`config.mk`:
```
export PLATFORM = sky130hd
export DESIGN_NAME = alu_control_sequencer
export DESIGN_NICKNAME = d
export VERILOG_FILES = /design/src/rtl/alu_control_sequencer.sv
export SDC_FILE = /design/constraint.sdc
export NUM_CORES = 1
export LEC_CHECK = 0
export ABC_AREA = 1
export BUFFER_PORTS_ARGS = -buffer_cell sky130_fd_sc_hd__clkbuf_2
export CORE_MARGIN = 5
export CORE_UTILIZATION = 25
export CTS_CLUSTER_SIZE = 24
export DETAILED_ROUTE_END_ITERATION = 8
export PLACE_DENSITY = 0.42
export SLEW_MARGIN = 40
export SYNTH_ARGS = -nofsm -noshare
export SYNTH_HDL_FRONTEND = slang
export SYNTH_SLANG_ARGS = --single-unit
```
`constraint.sdc`:
```
create_clock -name Clock -period 1.7 [get_ports Clock]
set_input_delay 0 -clock Clock [delete_from_list [all_inputs] [get_ports Clock]]
set_output_delay 0 -clock Clock [all_outputs]
set_load 0.05 [all_outputs]
```
`src/rtl/alu_control_sequencer.sv`:
```
// Multi-cycle control sequencer for the 32-bit bus datapath: fetch, decode and
// execute of register/immediate ALU instructions with wait states, pause and halt.
module alu_control_sequencer #(
    parameter int DATA_WIDTH  = 32,
    parameter int OPCODE_W    = 5,
    parameter int WAIT_STATES = 0,
    parameter int COUNT_W     = 16
) (
    input  logic                  Clock,
    input  logic                  Clear,
    input  logic [DATA_WIDTH-1:0] IR,
    input  logic                  Stop,
    output logic                  PCout,
    output logic                  MARin,
    output logic                  IncPC,
    output logic                  Zin,
    output logic                  Zlowout,
    output logic                  PCin,
    output logic                  Read,
    output logic                  MDRin,
    output logic                  MDRout,
    output logic                  IRin,
    output logic                  Gra,
    output logic                  Grb,
    output logic                  Grc,
    output logic                  Rin,
    output logic                  Rout,
    output logic                  Yin,
    output logic                  Cout,
    output logic [3:0]            AluOp,
    output logic                  Run,
    output logic                  Illegal,
    output logic [COUNT_W-1:0]    InstrCount
);

    typedef enum logic [3:0] {
        S_RESET, S_T0, S_T1, S_T2, S_T3, S_T4, S_T5, S_PAUSE, S_HALT
    } state_t;

    localparam logic [OPCODE_W-1:0] OP_ADD  = OPCODE_W'(3);
    localparam logic [OPCODE_W-1:0] OP_SUB  = OPCODE_W'(4);
    localparam logic [OPCODE_W-1:0] OP_AND  = OPCODE_W'(5);
    localparam logic [OPCODE_W-1:0] OP_OR   = OPCODE_W'(6);
    localparam logic [OPCODE_W-1:0] OP_ADDI = OPCODE_W'(10);
    localparam logic [OPCODE_W-1:0] OP_ANDI = OPCODE_W'(11);
    localparam logic [OPCODE_W-1:0] OP_ORI  = OPCODE_W'(12);
    localparam logic [OPCODE_W-1:0] OP_NOP  = OPCODE_W'(26);
    localparam logic [OPCODE_W-1:0] OP_HALT = OPCODE_W'(27);
    localparam logic [3:0]          WAIT_LAST = 4'(WAIT_STATES);

    state_t               state_q;
    logic [3:0]           wait_q;
    logic [3:0]           aluop_q;
    logic                 imm_q;
    logic [COUNT_W-1:0]   count_q;

    logic [OPCODE_W-1:0]  opcode;
    logic                 dec_alu;
    logic                 dec_imm;
    logic [3:0]           dec_aluop;
    logic                 dec_nop;
    logic                 dec_halt;
    logic                 t1_last;
    logic                 unused_ir_bits;

    assign opcode         = IR[DATA_WIDTH-1 -: OPCODE_W];
    assign unused_ir_bits = ^IR[DATA_WIDTH-OPCODE_W-1:0];
    assign t1_last        = (wait_q == WAIT_LAST);
    assign dec_nop        = (opcode == OP_NOP);
    assign dec_halt       = (opcode == OP_HALT);
    assign InstrCount     = count_q;

    always_comb begin
        dec_alu   = 1'b1;
        dec_imm   = 1'b0;
        dec_aluop = 4'b0000;
        case (opcode)
            OP_ADD:  dec_aluop = 4'b0001;
            OP_SUB:  dec_aluop = 4'b0010;
            OP_AND:  dec_aluop = 4'b0100;
            OP_OR:   dec_aluop = 4'b1000;
            OP_ADDI: begin dec_aluop = 4'b0001; dec_imm = 1'b1; end
            OP_ANDI: begin dec_aluop = 4'b0100; dec_imm = 1'b1; end
            OP_ORI:  begin dec_aluop = 4'b1000; dec_imm = 1'b1; end
            default: dec_alu = 1'b0;
        endcase
    end

    // Boundary exits (end of T5, or T3 for nop/illegal) honour Stop only there.
    always_ff @(posedge Clock) begin
        if (Clear) begin
            state_q <= S_RESET;
            wait_q  <= 4'd0;
            aluop_q <= 4'd0;
            imm_q   <= 1'b0;
            count_q <= '0;
        end else begin
            case (state_q)
                S_RESET: state_q <= S_T0;
                S_T0: begin
                    wait_q  <= 4'd0;
                    state_q <= S_T1;
                end
                S_T1: begin
                    if (t1_last) begin
                        wait_q  <= 4'd0;
                        state_q <= S_T2;
                    end else begin
                        wait_q  <= wait_q + 4'd1;
                    end
                end
                S_T2: state_q <= S_T3;
                S_T3: begin
                    if (dec_alu) begin
                        aluop_q <= dec_aluop;
                        imm_q   <= dec_imm;
                        state_q <= S_T4;
                    end else if (dec_halt) begin
                        state_q <= S_HALT;
                    end else begin
                        if (dec_nop) count_q <= count_q + COUNT_W'(1);
                        state_q <= Stop ? S_PAUSE : S_T0;
                    end
                end
                S_T4: state_q <= S_T5;
                S_T5: begin
                    count_q <= count_q + COUNT_W'(1);
                    state_q <= Stop ? S_PAUSE : S_T0;
                end
                S_PAUSE: if (!Stop) state_q <= S_T0;
                S_HALT:  state_q <= S_HALT;
                default: state_q <= S_RESET;
            endcase
        end
    end

    // Strobes decode from state (and IR in T3) so they hold for the full cycle.
    always_comb begin
        PCout   = 1'b0; MARin  = 1'b0; IncPC = 1'b0; Zin  = 1'b0;
        Zlowout = 1'b0; PCin   = 1'b0; Read  = 1'b0; MDRin = 1'b0;
        MDRout  = 1'b0; IRin   = 1'b0; Gra   = 1'b0; Grb  = 1'b0;
        Grc     = 1'b0; Rin    = 1'b0; Rout  = 1'b0; Yin  = 1'b0;
        Cout    = 1'b0; AluOp  = 4'b0000; Run = 1'b0; Illegal = 1'b0;
        case (state_q)
            S_T0: begin
                Run = 1'b1; PCout = 1'b1; MARin = 1'b1; IncPC = 1'b1; Zin = 1'b1;
            end
            S_T1: begin
                Run = 1'b1; Read = 1'b1; MDRin = 1'b1;
                Zlowout = t1_last;
                PCin    = t1_last;
            end
            S_T2: begin
                Run = 1'b1; MDRout = 1'b1; IRin = 1'b1;
            end
            S_T3: begin
                Run = 1'b1;
                if (dec_alu) begin
                    Grb = 1'b1; Rout = 1'b1; Yin = 1'b1;
                end
                Illegal = !dec_alu && !dec_nop && !dec_halt;
            end
            S_T4: begin
                Run   = 1'b1;
                Zin   = 1'b1;
                AluOp = aluop_q;
                Cout  = imm_q;
                Grc   = !imm_q;
                Rout  = !imm_q;
            end
            S_T5: begin
                Run = 1'b1; Zlowout = 1'b1; Gra = 1'b1; Rin = 1'b1;
            end
            default: ;
        endcase
    end

endmodule

```
==> out/metrics.csv, run 1 <==
metric,value,unit
largest net degree at the start of global routing,15,
post-route ant nets,0,
"Clk pin slew, worst setup/hold paths",0.07,ns
hold_sp,Clear,
Worst EP required,1.70,ns
Worst EP arrival,1.58,ns
M2 GR Usage,18.85,%
CP Capture Type,output pin,
xor/xnor share of the synthesized area,4.425,%
placed cell count,451,
Final Instance Count excl. Fillers,459,
worst skew pair latency,0.28,ns
I/O pins,74,
Final Hold Vio Count,0,
largest family of logic cells by synthesized area,simple AND/OR/NAND/NOR gates,
sequential cell area,583.1,um2
final wirelength,5143,um
TritonCTS sink count,29,
Worst Reg-to-Reg Cells,7,
# diodes,0,
area share of and/or/nand/nor cells after synthesis,41.15,%
Synth Area in Compound Gates,10.30,%
clock tree buffer depth,2,
H-Tree Depth,2,
Layout Skew,0.002943,ns
outcome,"complete, no violations",
slew at the pin with the worst max-slew slack,0.3645,ns
Critical Path End,Rout,
setup TNS,0,ns
area taken by multi-input logic gates,1149,um2
area share of fa/ha/maj cells after synthesis,1.896,%
initial antenna violation count,0,
reg2reg setup slack,0.16,ns
"most common cell after layout, fill and taps aside",nand2_1,
NumNets Final,394,
area of the mapped netlist,1979,um2
GRT Total Usage,11.01,%
area grow syn2layout,21.05,%
Seq cells post-synth,29,
CTS tree,built,
Avg Synthesized Cell Area,6.469,um2
"Seq/Total Area, Yosys",29.33,%
die area,9797,um2
I/O Buffers,46,
vias per cell,4.279,
Rows,32,
"EDFF count, synth",0,
post-synth cell types,31,
TritonRoute pass-1 iters,4,
CTS Root Cell,clkbuf_8,
R2R Path Start,InstrCount[1],
Die X,98.98,um
met1 Use GR,13.54,%
Worst setup startpoint,state_q[3],
Final Setup Violations,0,
fin crit period,1.579,ns
yosys warns,0,
Initial Utilization,25.62,%
Hold Crit Class,primary input to flop,
RSZ-0062 raised after global routing,no,
Post-Syn Instances,306,
Synth async-reset ratio,0,%
fin crit share,92.88,%
WL/cell,11.20,um
number of fill cells,893,
share of post-route cells with drive strength above 1,27.17,%
cell area power density,754.5,nW/um2
CTS buffer count,5,
crit path max fanout,7,
number of global-route vias before repair,1954,
ys flop type,dfxtp_1,
max_slew headroom,75.61,%
Slew Limit Fails,0,
grt met3 use,3.114,%
initial DRC count,47,
die extent in y,98.98,um
DR vias,1964,
"commonest non-fill, non-tap cells in the layout","nand2_1, nor2_1, clkbuf_2",
first-pass GRT wire length,8990,um
post-synthesis mux area share,0,%
Place WS,0.2000,ns
global routing's busiest layer,met2,
core box area,7727,um2
number of remaining DRC errors,0,
maximum vdd drop,0.2881,mV
FF-to-FF End,InstrCount[8],
global route overflow,0,
post-route setup slack,0.1210,ns
critical path type,flop to output pin,
DP HPWL,4034,um
routability cong.,0.7743,
LEAKAGE,1.075,nW
Mapped Nets,344,
post-CTS setup buffer count,0,
Max-Cap Viols,0,
Critical Path Start Type,flop,
Max Freq,633.3,MHz
==> through the flow <==
stage	util, %	hold WS [ns]	total power [W]	area [um2]
2_1_floorplan	-	0.06907	0.001182	1987
3_3_place_gp	29.94	0.3682	0.001279	2313
3_5_place_dp	29.94	0.3714	0.001275	2313
4_1_cts	31.01	0.07238	0.001841	2396
5_1_grt	31.01	0.09753	0.001910	2396
6_report	31.01	0.08194	0.001808	2396
==> worst max-delay path, cell delays in order (launching register included) <==
cell,delay [ns]
dfxtp_1,0.33
inv_1,0.08
nand2_2,0.12
inv_1,0.11
nand2_1,0.07
buf_4,0.16
o21ai_1,0.14
buf_2,0.28
==> state kept, by name (all words and copies together), names as in the netlist <==
name,flops
aluop_q,4
state_q,4
InstrCount,16
wait_q,4
imm_q,1
==> metal layers <==
layer / part of all wire, % / wire length, um
met5: 0 / 0
met2: 45 / 2296
met1: 48 / 2494
met3: 6.2 / 319
met4: 0.64 / 33
==> layout make-up <==
class,count,share of cell area (%)
clock buffers,6,3.029
clock inverters,2,0.4178
inverters,45,7.154
multi-input cells,222,47.94
flip-flops and latches,29,24.33
well taps,102,5.326
repair buffers,53,11.80
==> worst min-delay path by stage <==
| stage | end | slack, ns | cells past startpoint |
|---|---|---|---|
| after floorplan | state_q[0] | 0.07 | 1 |
| after global placement | InstrCount[10] | 0.37 | 2 |
| after detailed placement | InstrCount[8] | 0.37 | 2 |
| after CTS | InstrCount[8] | 0.07 | 2 |
| after global routing | InstrCount[8] | 0.1 | 2 |
| final | InstrCount[13] | 0.08 | 2 |
==> where the power goes <==
part	internal [W]	leakage [nW]	switching [W]	total (W)
logic	0.000116	0.794	0.000421	0.000537
clock network	0.000283	0.0450	0.000271	0.000554
registers	0.000698	0.235	0.0000183	0.000716
total	0.00110	1.07	0.000710	0.00181
==> what timing repair did <==
action	CTS	global route
endpoints found under the setup margin	0	1
resized for setup	0	1
hold buffers	0	0
hold endpoints to repair	0	0
==> cell usage after synthesis (all sizes together), types with 3 or more instances <==
| library cell | instances | share of area [%] |
|---|---|---|
| nand2 | 87 | 19 |
| nor2 | 49 | 11 |
| inv | 44 | 8.5 |
| dfxtp | 29 | 29 |
| nand3 | 23 | 6.3 |
| a21oi | 21 | 7.2 |
| nor3 | 9 | 2.3 |
| buf | 8 | 3.9 |
| o21ai | 8 | 2.0 |
| xor2 | 8 | 3.5 |
| nand4 | 5 | 1.6 |
| ha | 3 | 1.9 |
==> kinds of logic (layout without fill, tap and decap cells) <==
| kind of cell | Yosys count | after routing |
|---|---|---|
| simple gates | 177 | 177 |
| buf+inv | 55 | 106 |
| compound gates | 32 | 32 |
| flops | 29 | 29 |
| xor+xnor | 10 | 10 |
| fa+ha+maj | 3 | 3 |
Power figures use the tool's default switching activity.
==> run 2: changes to the inputs <==
clock period = 1.9 ns   (was 1.7 ns; I/O delays follow)
==> run 2 against run 1 <==
  * Via count increased by 1.4%
  * Worst hold slack improved by 0.0060 ns
  * Design area decreased by 1.1%
  * Register-to-register slack improved by 0.08 ns
  * Sequential power decreased by 11%
  * Setup slack improved by 0.12 ns
  * Clock-buffer cell count unchanged
  * Total power decreased by 10%
  * Clock skew about the same
  * Routed wire length increased by 0.45%
  * Sequential share of layout area increased by 0.18 points
  * Largest cell class unchanged
  * Global-route usage increased by 0.26 points
==> out/metrics.csv, run 2 (synthesis gave the netlist of run 1 again) <==
metric,value,unit,change
Worst EP arrival,1.82,ns,+0.24 ns
vias per cell,4.366,,+2.0%
number of remaining DRC errors,0,,unchanged
GRT Total Usage,11.27,%,+0.26 points
Rows,32,,unchanged
"delay-heaviest family, CP",simple AND/OR/NAND/NOR gates,,
TritonCTS sink count,29,,unchanged
CP Cell Sequence,ha_1 > nand2_1 > nor3b_1 > nand3_1 > nand2_1 > nand2_1 > nand2_2 > a21oi_2,,
fin crit share,87.11,%,
setup TNS,0,ns,unchanged
post-CTS setup buffer count,0,,unchanged
post-route ant nets,0,,unchanged
maximum vdd drop,0.2820,mV,-2.1%
Buffers & Inverters on Critical Path,0,,-4
outcome,"complete, no violations",,
slew at the pin with the worst max-slew slack,0.4870,ns,+0.1225 ns
Final Instance Count excl. Fillers,456,,-0.65%
CTS buffer count,5,,unchanged
Final Hold Vio Count,0,,unchanged
Initial Utilization,25.62,%,unchanged
Final Power,0.001618,W,-10%
number of fill cells,888,,-0.56%
crit path max fanout,5,,-2
hold_ws,0.08797,ns,+0.006036 ns
"Clk pin slew, worst setup/hold paths",0.06,ns,about the same
Slew Limit Fails,0,,unchanged
CTS tree,built,,
Critical Path Start Type,flop,,
global route overflow,0,,unchanged
initial antenna violation count,0,,unchanged
Max Freq,604.2,MHz,
# diodes,0,,unchanged
I/O Buffers,46,,unchanged
die area,9797,um2,unchanged
"commonest non-fill, non-tap cells in the layout","nand2_1, clkbuf_2, nor2_1",,
Layout Skew,0.003296,ns,+0.0003535 ns
fin crit period,1.655,ns,
placed cell count,447,,-0.89%
largest net degree at the start of global routing,19,,+4
initial DRC count,32,,-32%
TritonRoute pass-1 iters,4,,unchanged
LEAKAGE,1.054,nW,-1.9%
DR vias,1991,,+1.4%
cell area power density,683.1,nW/um2,-9.5%
CP Capture Type,flop,,
worst stage delay on the critical path,0.45,ns,+0.12 ns
Die X,98.98,um,unchanged
RSZ-0062 raised after global routing,no,,
Final Setup Violations,0,,unchanged
clock tree buffer depth,2,,unchanged
CTS Root Cell,clkbuf_8,,
cell mode on critical path,nand2_1,,
first-pass GRT wire length,9094,um,+1.2%
Max-Cap Viols,0,,unchanged
WL/cell,11.33,um,+1.1%
final wirelength,5166,um,+0.45%
"most common cell after layout, fill and taps aside",nand2_1,,
share of post-route cells with drive strength above 1,25.42,%,-1.7 points
routability cong.,0.7607,,-1.8%
worst skew pair latency,0.28,ns,about the same
DP HPWL,4042,um,+0.20%
critical path type,flop to flop,,
die extent in y,98.98,um,unchanged
Hold Crit Class,primary input to flop,,
"Max stage delay cell, worst path",nor3b_1,,
area grow syn2layout,19.66,%,
max reg flops,16,,unchanged
H-Tree Depth,2,,unchanged
max_slew headroom,67.46,%,-8.1 points
I/O pins,74,,unchanged
core box area,7727,um2,unchanged
Worst EP required,2.07,ns,+0.37 ns
number of global-route vias before repair,1984,,+1.5%
post-layout util,30.65,%,-0.36 points
NumNets Final,391,,-0.76%
run 2: path summary, 6_finish.rpt:
kind,slack [ns],from,end,cells after the start
worst max register to register,0.24,InstrCount[1],InstrCount[14],8
worst min register to register,0.46,aluop_q[1],aluop_q[1],2
worst max-delay path,0.24,InstrCount[1],InstrCount[14],8
worst min-delay path,0.09,IR[27],aluop_q[1],3
run 2: what timing repair did:
item / 4_1_cts / 5_1_grt
resized for setup: 0 / 0
hold buffers: 1 / 0
endpoints found under the hold margin: 4 / 0
run 2: cell type report:
cell class | instances | area, um2 | share of cell area, %
timing repair buffer | 50 | 262.8 | 11.09
multi-input combinational | 222 | 1144 | 48.28
clock inverter | 2 | 10.01 | 0.4226
inverter | 45 | 171.4 | 7.237
sequential | 29 | 580.6 | 24.51
clock buffer | 6 | 72.57 | 3.064
tap | 102 | 127.6 | 5.388
run 2: metrics by stage:
| step | instance area (um2) | setup WS [ns] |
|---|---|---|
| 6_report | 2369 | 0.2450 |
| 4_1_cts | 2369 | 0.2168 |
| 3_3_place_gp | 2276 | 0.2617 |
| 5_1_grt | 2369 | 0.05583 |
| 3_5_place_dp | 2276 | 0.2621 |
| 2_1_floorplan | 1979 | 0.01920 |
run 2: power by group:
part           switching (W)  internal [W]
Combinational       0.000378      0.000101
Sequential         0.0000166      0.000624
Clock               0.000245      0.000253
run 2: layer usage:
metal / global-route usage, % / vias up / wire (um)
met5: 0 / - / 0
met4: 2.206 / 0 / 29
met3: 3.751 / 5 / 301
met2: 19.68 / 44 / 2426
met1: 13.47 / 895 / 2408
li1: - / 1047 / -
run 2: worst reg2reg max path, cell delays in order (launching register included):
cell and delay [ns]:
dfxtp_1 0.39, ha_1 0.25, nand2_1 0.09, nor3b_1 0.45, nand3_1 0.12, nand2_1 0.08, nand2_1 0.06, nand2_2 0.06
a21oi_2 0.04
